File: src/rtl/mem_copy_dma_if.sv
// Control and memory-bus signals of the byte-copy DMA.
// master is the DMA side; slave is the controller/memory side.
interface mem_copy_dma_if #(
    parameter int unsigned AW = 7,
    parameter int unsigned DW = 8,
    parameter int unsigned LW = 4
);
    logic          start;
    logic [AW-1:0] src;
    logic [AW-1:0] dst;
    logic [LW-1:0] len;
    logic          busy;
    logic          done;
    logic          err;
    logic [DW-1:0] checksum;
    logic          mem_we;
    logic [AW-1:0] mem_addr;
    logic [DW-1:0] mem_din;
    logic [DW-1:0] mem_dout;

    modport master (
        input  start, src, dst, len, mem_dout,
        output busy, done, err, checksum, mem_we, mem_addr, mem_din
    );

    modport slave (
        output start, src, dst, len, mem_dout,
        input  busy, done, err, checksum, mem_we, mem_addr, mem_din
    );
endinterface

File: src/rtl/mem_copy_dma.sv
// Byte-wise memory copy engine: one read and one write per byte, ascending order,
// with an additive 8-bit checksum of the moved data.
module mem_copy_dma #(
    parameter int unsigned AW = 7,
    parameter int unsigned DW = 8,
    parameter int unsigned LW = 4
) (
    input  logic              clk,
    input  logic              rst_n,
    mem_copy_dma_if.master    bus
);
    localparam logic [LW-1:0] MaxLen = LW'(8);
    localparam logic [AW:0]   MemTop = (AW+1)'(1) << AW;

    typedef enum logic [1:0] {StIdle, StRd, StWr, StFin} state_e;

    state_e        state_q, state_d;
    logic [AW-1:0] src_q, src_d;
    logic [AW-1:0] dst_q, dst_d;
    logic [LW-1:0] rem_q, rem_d;
    logic [DW-1:0] data_q, data_d;
    logic [DW-1:0] sum_q, sum_d;
    logic          err_q, err_d;

    logic [AW:0]   dst_end;
    logic          illegal;

    // Destination must lie wholly in the upper (SRAM) half without wrapping.
    assign dst_end = {1'b0, bus.dst} + (AW+1)'(bus.len);
    assign illegal = (bus.len > MaxLen) || !bus.dst[AW-1] || (dst_end > MemTop);

    always_ff @(posedge clk or negedge rst_n) begin
        if (!rst_n) begin
            state_q <= StIdle;
            src_q   <= '0;
            dst_q   <= '0;
            rem_q   <= '0;
            data_q  <= '0;
            sum_q   <= '0;
            err_q   <= 1'b0;
        end else begin
            state_q <= state_d;
            src_q   <= src_d;
            dst_q   <= dst_d;
            rem_q   <= rem_d;
            data_q  <= data_d;
            sum_q   <= sum_d;
            err_q   <= err_d;
        end
    end

    always_comb begin
        state_d = state_q;
        src_d   = src_q;
        dst_d   = dst_q;
        rem_d   = rem_q;
        data_d  = data_q;
        sum_d   = sum_q;
        err_d   = err_q;
        case (state_q)
            StIdle: begin
                if (bus.start) begin
                    src_d = bus.src;
                    dst_d = bus.dst;
                    rem_d = bus.len;
                    sum_d = '0;
                    err_d = 1'b0;
                    if (illegal) begin
                        err_d   = 1'b1;
                        state_d = StFin;
                    end else if (bus.len == '0) begin
                        state_d = StFin;
                    end else begin
                        state_d = StRd;
                    end
                end
            end
            StRd: begin
                data_d  = bus.mem_dout;
                sum_d   = sum_q + bus.mem_dout;
                state_d = StWr;
            end
            StWr: begin
                src_d   = src_q + AW'(1);
                dst_d   = dst_q + AW'(1);
                rem_d   = rem_q - LW'(1);
                state_d = (rem_q == LW'(1)) ? StFin : StRd;
            end
            StFin:   state_d = StIdle;
            default: state_d = StIdle;
        endcase
    end

    always_comb begin
        bus.busy     = 1'b0;
        bus.done     = 1'b0;
        bus.mem_we   = 1'b0;
        bus.mem_addr = '0;
        bus.mem_din  = '0;
        bus.err      = err_q;
        bus.checksum = sum_q;
        case (state_q)
            StRd: begin
                bus.busy     = 1'b1;
                bus.mem_addr = src_q;
            end
            StWr: begin
                bus.busy     = 1'b1;
                bus.mem_we   = 1'b1;
                bus.mem_addr = dst_q;
                bus.mem_din  = data_q;
            end
            StFin:   bus.done = 1'b1;
            default: ;
        endcase
    end
endmodule

File: src/flat_wrapper.sv
// flat-port wrapper written by rule: the top's interface ports become plain ports
module mem_copy_dma_flat 
#(
    parameter int unsigned AW = 7,
    parameter int unsigned DW = 8,
    parameter int unsigned LW = 4
)
  (clk, rst_n, bus_start, bus_src, bus_dst, bus_len, bus_mem_dout, bus_busy, bus_done, bus_err, bus_checksum, bus_mem_we, bus_mem_addr, bus_mem_din);
  mem_copy_dma_if #(.AW(AW), .DW(DW), .LW(LW)) bus_i ();
  input  logic clk;
  input  logic rst_n;
  input wire logic [$bits(bus_i.start)-1:0] bus_start;
  input wire logic [$bits(bus_i.src)-1:0] bus_src;
  input wire logic [$bits(bus_i.dst)-1:0] bus_dst;
  input wire logic [$bits(bus_i.len)-1:0] bus_len;
  input wire logic [$bits(bus_i.mem_dout)-1:0] bus_mem_dout;
  output wire logic [$bits(bus_i.busy)-1:0] bus_busy;
  output wire logic [$bits(bus_i.done)-1:0] bus_done;
  output wire logic [$bits(bus_i.err)-1:0] bus_err;
  output wire logic [$bits(bus_i.checksum)-1:0] bus_checksum;
  output wire logic [$bits(bus_i.mem_we)-1:0] bus_mem_we;
  output wire logic [$bits(bus_i.mem_addr)-1:0] bus_mem_addr;
  output wire logic [$bits(bus_i.mem_din)-1:0] bus_mem_din;
  assign bus_i.start = bus_start;
  assign bus_i.src = bus_src;
  assign bus_i.dst = bus_dst;
  assign bus_i.len = bus_len;
  assign bus_i.mem_dout = bus_mem_dout;
  assign bus_busy = bus_i.busy;
  assign bus_done = bus_i.done;
  assign bus_err = bus_i.err;
  assign bus_checksum = bus_i.checksum;
  assign bus_mem_we = bus_i.mem_we;
  assign bus_mem_addr = bus_i.mem_addr;
  assign bus_mem_din = bus_i.mem_din;
  mem_copy_dma #(.AW(AW), .DW(DW), .LW(LW)) u_core (.clk(clk), .rst_n(rst_n), .bus(bus_i));
endmodule
File: config.mk
export PLATFORM = sky130hd
export DESIGN_NAME = mem_copy_dma_flat
export DESIGN_NICKNAME = d
export VERILOG_FILES = /design/src/rtl/mem_copy_dma_if.sv /design/src/rtl/mem_copy_dma.sv /design/src/flat_wrapper.sv
export SDC_FILE = /design/constraint.sdc
export NUM_CORES = 1
export LEC_CHECK = 0
export ABC_AREA = 1
export CORE_MARGIN = 4
export CORE_UTILIZATION = 55
export DETAILED_ROUTE_END_ITERATION = 7
export DONT_BUFFER_PORTS = 1
export PLACE_DENSITY = 0.81
export REMOVE_ABC_BUFFERS = 1
export SLEW_MARGIN = 20
export SYNTH_ARGS = -nofsm -noshare
export SYNTH_HDL_FRONTEND = slang
export SYNTH_SLANG_ARGS = --single-unit
File: constraint.sdc
create_clock -name clk -period 3.6 [get_ports clk]
set_input_delay 0.54 -clock clk [delete_from_list [all_inputs] [get_ports clk]]
set_output_delay 0.54 -clock clk [all_outputs]
set_load 0.01 [all_outputs]
==> impl_metrics.toml <==
[status]
status = "completed"

[synth]
synth-main-ff-cell = "dfrtp_1"
ys_ff_latch = 37
synth.area.top_cells = "dfrtp_1 (36%), nand2_1 (15%), ha_1 (9.3%), inv_1 (4.6%), a21oi_1 (3.9%)"
yosys.area.top_type = "dfrtp_1"
yosys-top-cells-count = "nand2_1 (103), dfrtp_1 (37), inv_1 (31)"
syn_area_sq_um = 2550
synthCells = 334
synth.distinct_cells = 36
ys_warn_count = 0
syn_area_per_cell_sq_um = 7.63
synth_seq_area_share_pct = 36.3
synth.most_common_cell = "nand2_1"
async_reset_ff_share_pct = 100
yosysTopAreaCellShare_pct = 36.3
synth_edf_count = 0

[global_routing]
grt_max_degree = 38
grt_pass1_wl_microns = 9990
antenna_found_initial = 0
grt_overflow = 0
grt_pass1_vias = 2140
grt_usage_pct = 20.6

[clock_tree]
htreeDepth = 2
ctsResizeCount = 0
clk_pin_slew_ns = 0.08
post_cts_buffers = 0
cts_tree = "yes"
numClockSinks = 37
cts_root_buffer = "clkbuf_8"
clk_path_buf_depth = 2
cts_hold_buf = 1
cts_buffers = 5
clk_latency_ns = 0.29

[timing]
slew_headroom_pct = 43.9
fmax_ghz = 0.365
finalCriticalPeriod_ns = 2.74
rsz0062_at_grt = "no"
final_max_slew_viol_count = 0
clock_skew_ns = 0.0101
post-route-period-util_pct = 76.1
fin_setup_tns_ns = 0
worst_pin_slew_ns = 0.842
hold_viol = 0
finalSetupViolations = 0

[cells_and_area]
multi_input_area_sq_um = 1400
drive_gt1_share_pct = 8.41
fin_nets = 382
fillers = 416
area_delta_synth_final_pct = 3.58
final_util_pct = 59.8
regArea_sq_um = 926
diodes = 0

[pwr]
p_leak_nw = 1.33
ir_worst_vdd_uv = 399
p_per_area_nw_per_um2 = 889
total_power_mw = 2.35

[route]
totalWireLength_microns = 5810
wl_per_cell_microns = 15.1
num_vias = 2196
first_pass_iters = 4
ant_nets = 0
drc = 0
vias_per_cell = 5.70
first_iter_violations = 123

[setup_path]
worst_r2r_endpoint = "u_core.dst_q[3]$_DFFE_PN0P_"
worstSetupEndpointType = "output port"
critPathTopFamily = "adder cells"
worstPathRequired_ns = 3.06
slowest_stage = "ha_1"
startpoint_type = "flop"
reg2reg_depth = 8
crit_path_start = "u_core.state_q[0]$_DFFE_PN0P_"
cpPeakStageDelay_ns = 0.72
worstPathArrival_ns = 2.20
path_max_fanout = 20
worstSetupPathType = "reg2out"
crit_chain = "inv_1 > ha_1 > buf_4 > nand2_1 > a21oi_1"
r2r_setup_slack_ns = 1.09
cp_num_buf_inv = 2
reg2reg_from = "u_core.state_q[0]$_DFFE_PN0P_"

[placed_design]
gp_congestion = 0.868
hpwl_microns = 4350
port_buffers = 0

[die]
core.rowCount = 24
ios = 56
fp.coreArea_sq_um = 4410
die_h_microns = 76.1
dieWidth_microns = 76.1
die_area_sq_um = 5790
start_util_pct = 57.7

[hold_path]
worstHoldPathType = "in2async"

[run]
maxCapViolCount = 0
==> worst reg2reg max path, stage by stage, from the launching register on <==
cell,delay (ns)
dfrtp_1,0.40
inv_1,0.10
ha_1,0.72
buf_4,0.35
inv_1,0.33
nor2_1,0.23
a21oi_1,0.09
o21ai_0,0.09
o21ai_1,0.09
==> layer usage <==
metal  part of all wire [%]  track usage [%]  up-vias  routed length (microns)
li1                       -                -     1090                        -
met1                     43             26.4     1020                     2470
met2                     49             34.8       82                     2840
met4                   0.50             3.50        0                       29
met5                      0                0        -                        0
met3                    8.0             6.03        4                      462
==> registers in the layout, summed over array words and instances (netlist names) <==
register             flops
u_core.rem_q             4
u_core.src_q             7
u_core.bus.checksum      8
u_core.state_q           2
u_core.data_q            8
u_core.dst_q             7
u_core.bus.err           1
==> layout by cell type, fill, tap and decap left out, drive strengths merged <==
cell / instances
ha: 19
o211ai: 2
o21bai: 1
o21a: 1
o221ai: 1
nand3: 15
a31oi: 2
dfrtp: 37
nand4: 4
a22o: 3
nor2: 23
clkinv: 2
inv: 36
o22ai: 1
a31o: 1
nand2: 106
nor3: 6
clkbuf: 6
or3: 1
fa: 2
buf: 2
o21ai: 30
xnor2: 3
xor2: 6
a21boi: 1
a21oi: 22
==> area by class of cell <==
type | count | share of cell area [%]
clock buffers | 6 | 2.75
clock inverters | 2 | 0.379
inverters | 36 | 5.21
multi-input cells | 250 | 53.1
flip-flops and latches | 37 | 35.1
well taps | 52 | 2.46
repair buffers | 2 | 1.04
==> cell families after synthesis <==
| logic type | Yosys count | synth area share, % |
|---|---|---|
| AND/OR/NAND/NOR | 155 | 25.5 |
| XOR/XNOR | 9 | 3.09 |
| buffers and inverters | 47 | 8.69 |
| adder cells (fa/ha/maj) | 21 | 10.9 |
| AO/OA/AOI/OAI | 65 | 15.5 |
| flip-flops | 37 | 36.3 |
==> power breakdown <==
part | internal [mW] | switching, mW | total, mW | leakage [nW]
Combinational | 0.432 | 0.811 | 1.24 | 0.836
Sequential | 0.622 | 0.199 | 0.822 | 0.453
Clock | 0.134 | 0.149 | 0.283 | 0.0450
==> per-stage QoR <==
| stage | hold slack (ns) | std cells | setup slack [ns] | instance area (sq um) |
|---|---|---|---|---|
| after floorplan | 0.244 | 323 | 1.31 | 2460 |
| after global placement | 0.246 | 376 | 1.22 | 2540 |
| after detailed placement | 0.246 | 376 | 1.12 | 2540 |
| after CTS | 0.0849 | 385 | 0.853 | 2640 |
| after global routing | 0.0814 | 385 | 0.722 | 2640 |
| final | 0.0832 | 385 | 0.861 | 2640 |
==> worst max-delay path by stage <==
stage / depth (start not counted) / end / slack, ns
after CTS: 5 / bus_mem_addr[6] / 0.85
after global routing: 5 / bus_mem_addr[6] / 0.72
final: 5 / bus_mem_addr[6] / 0.86
after global placement: 8 / u_core.dst_q[3]$_DFFE_PN0P_ / 1.22
after floorplan: 7 / u_core.dst_q[3]$_DFFE_PN0P_ / 1.31
after detailed placement: 8 / u_core.dst_q[3]$_DFFE_PN0P_ / 1.12
Power figures use the tool's default switching activity.
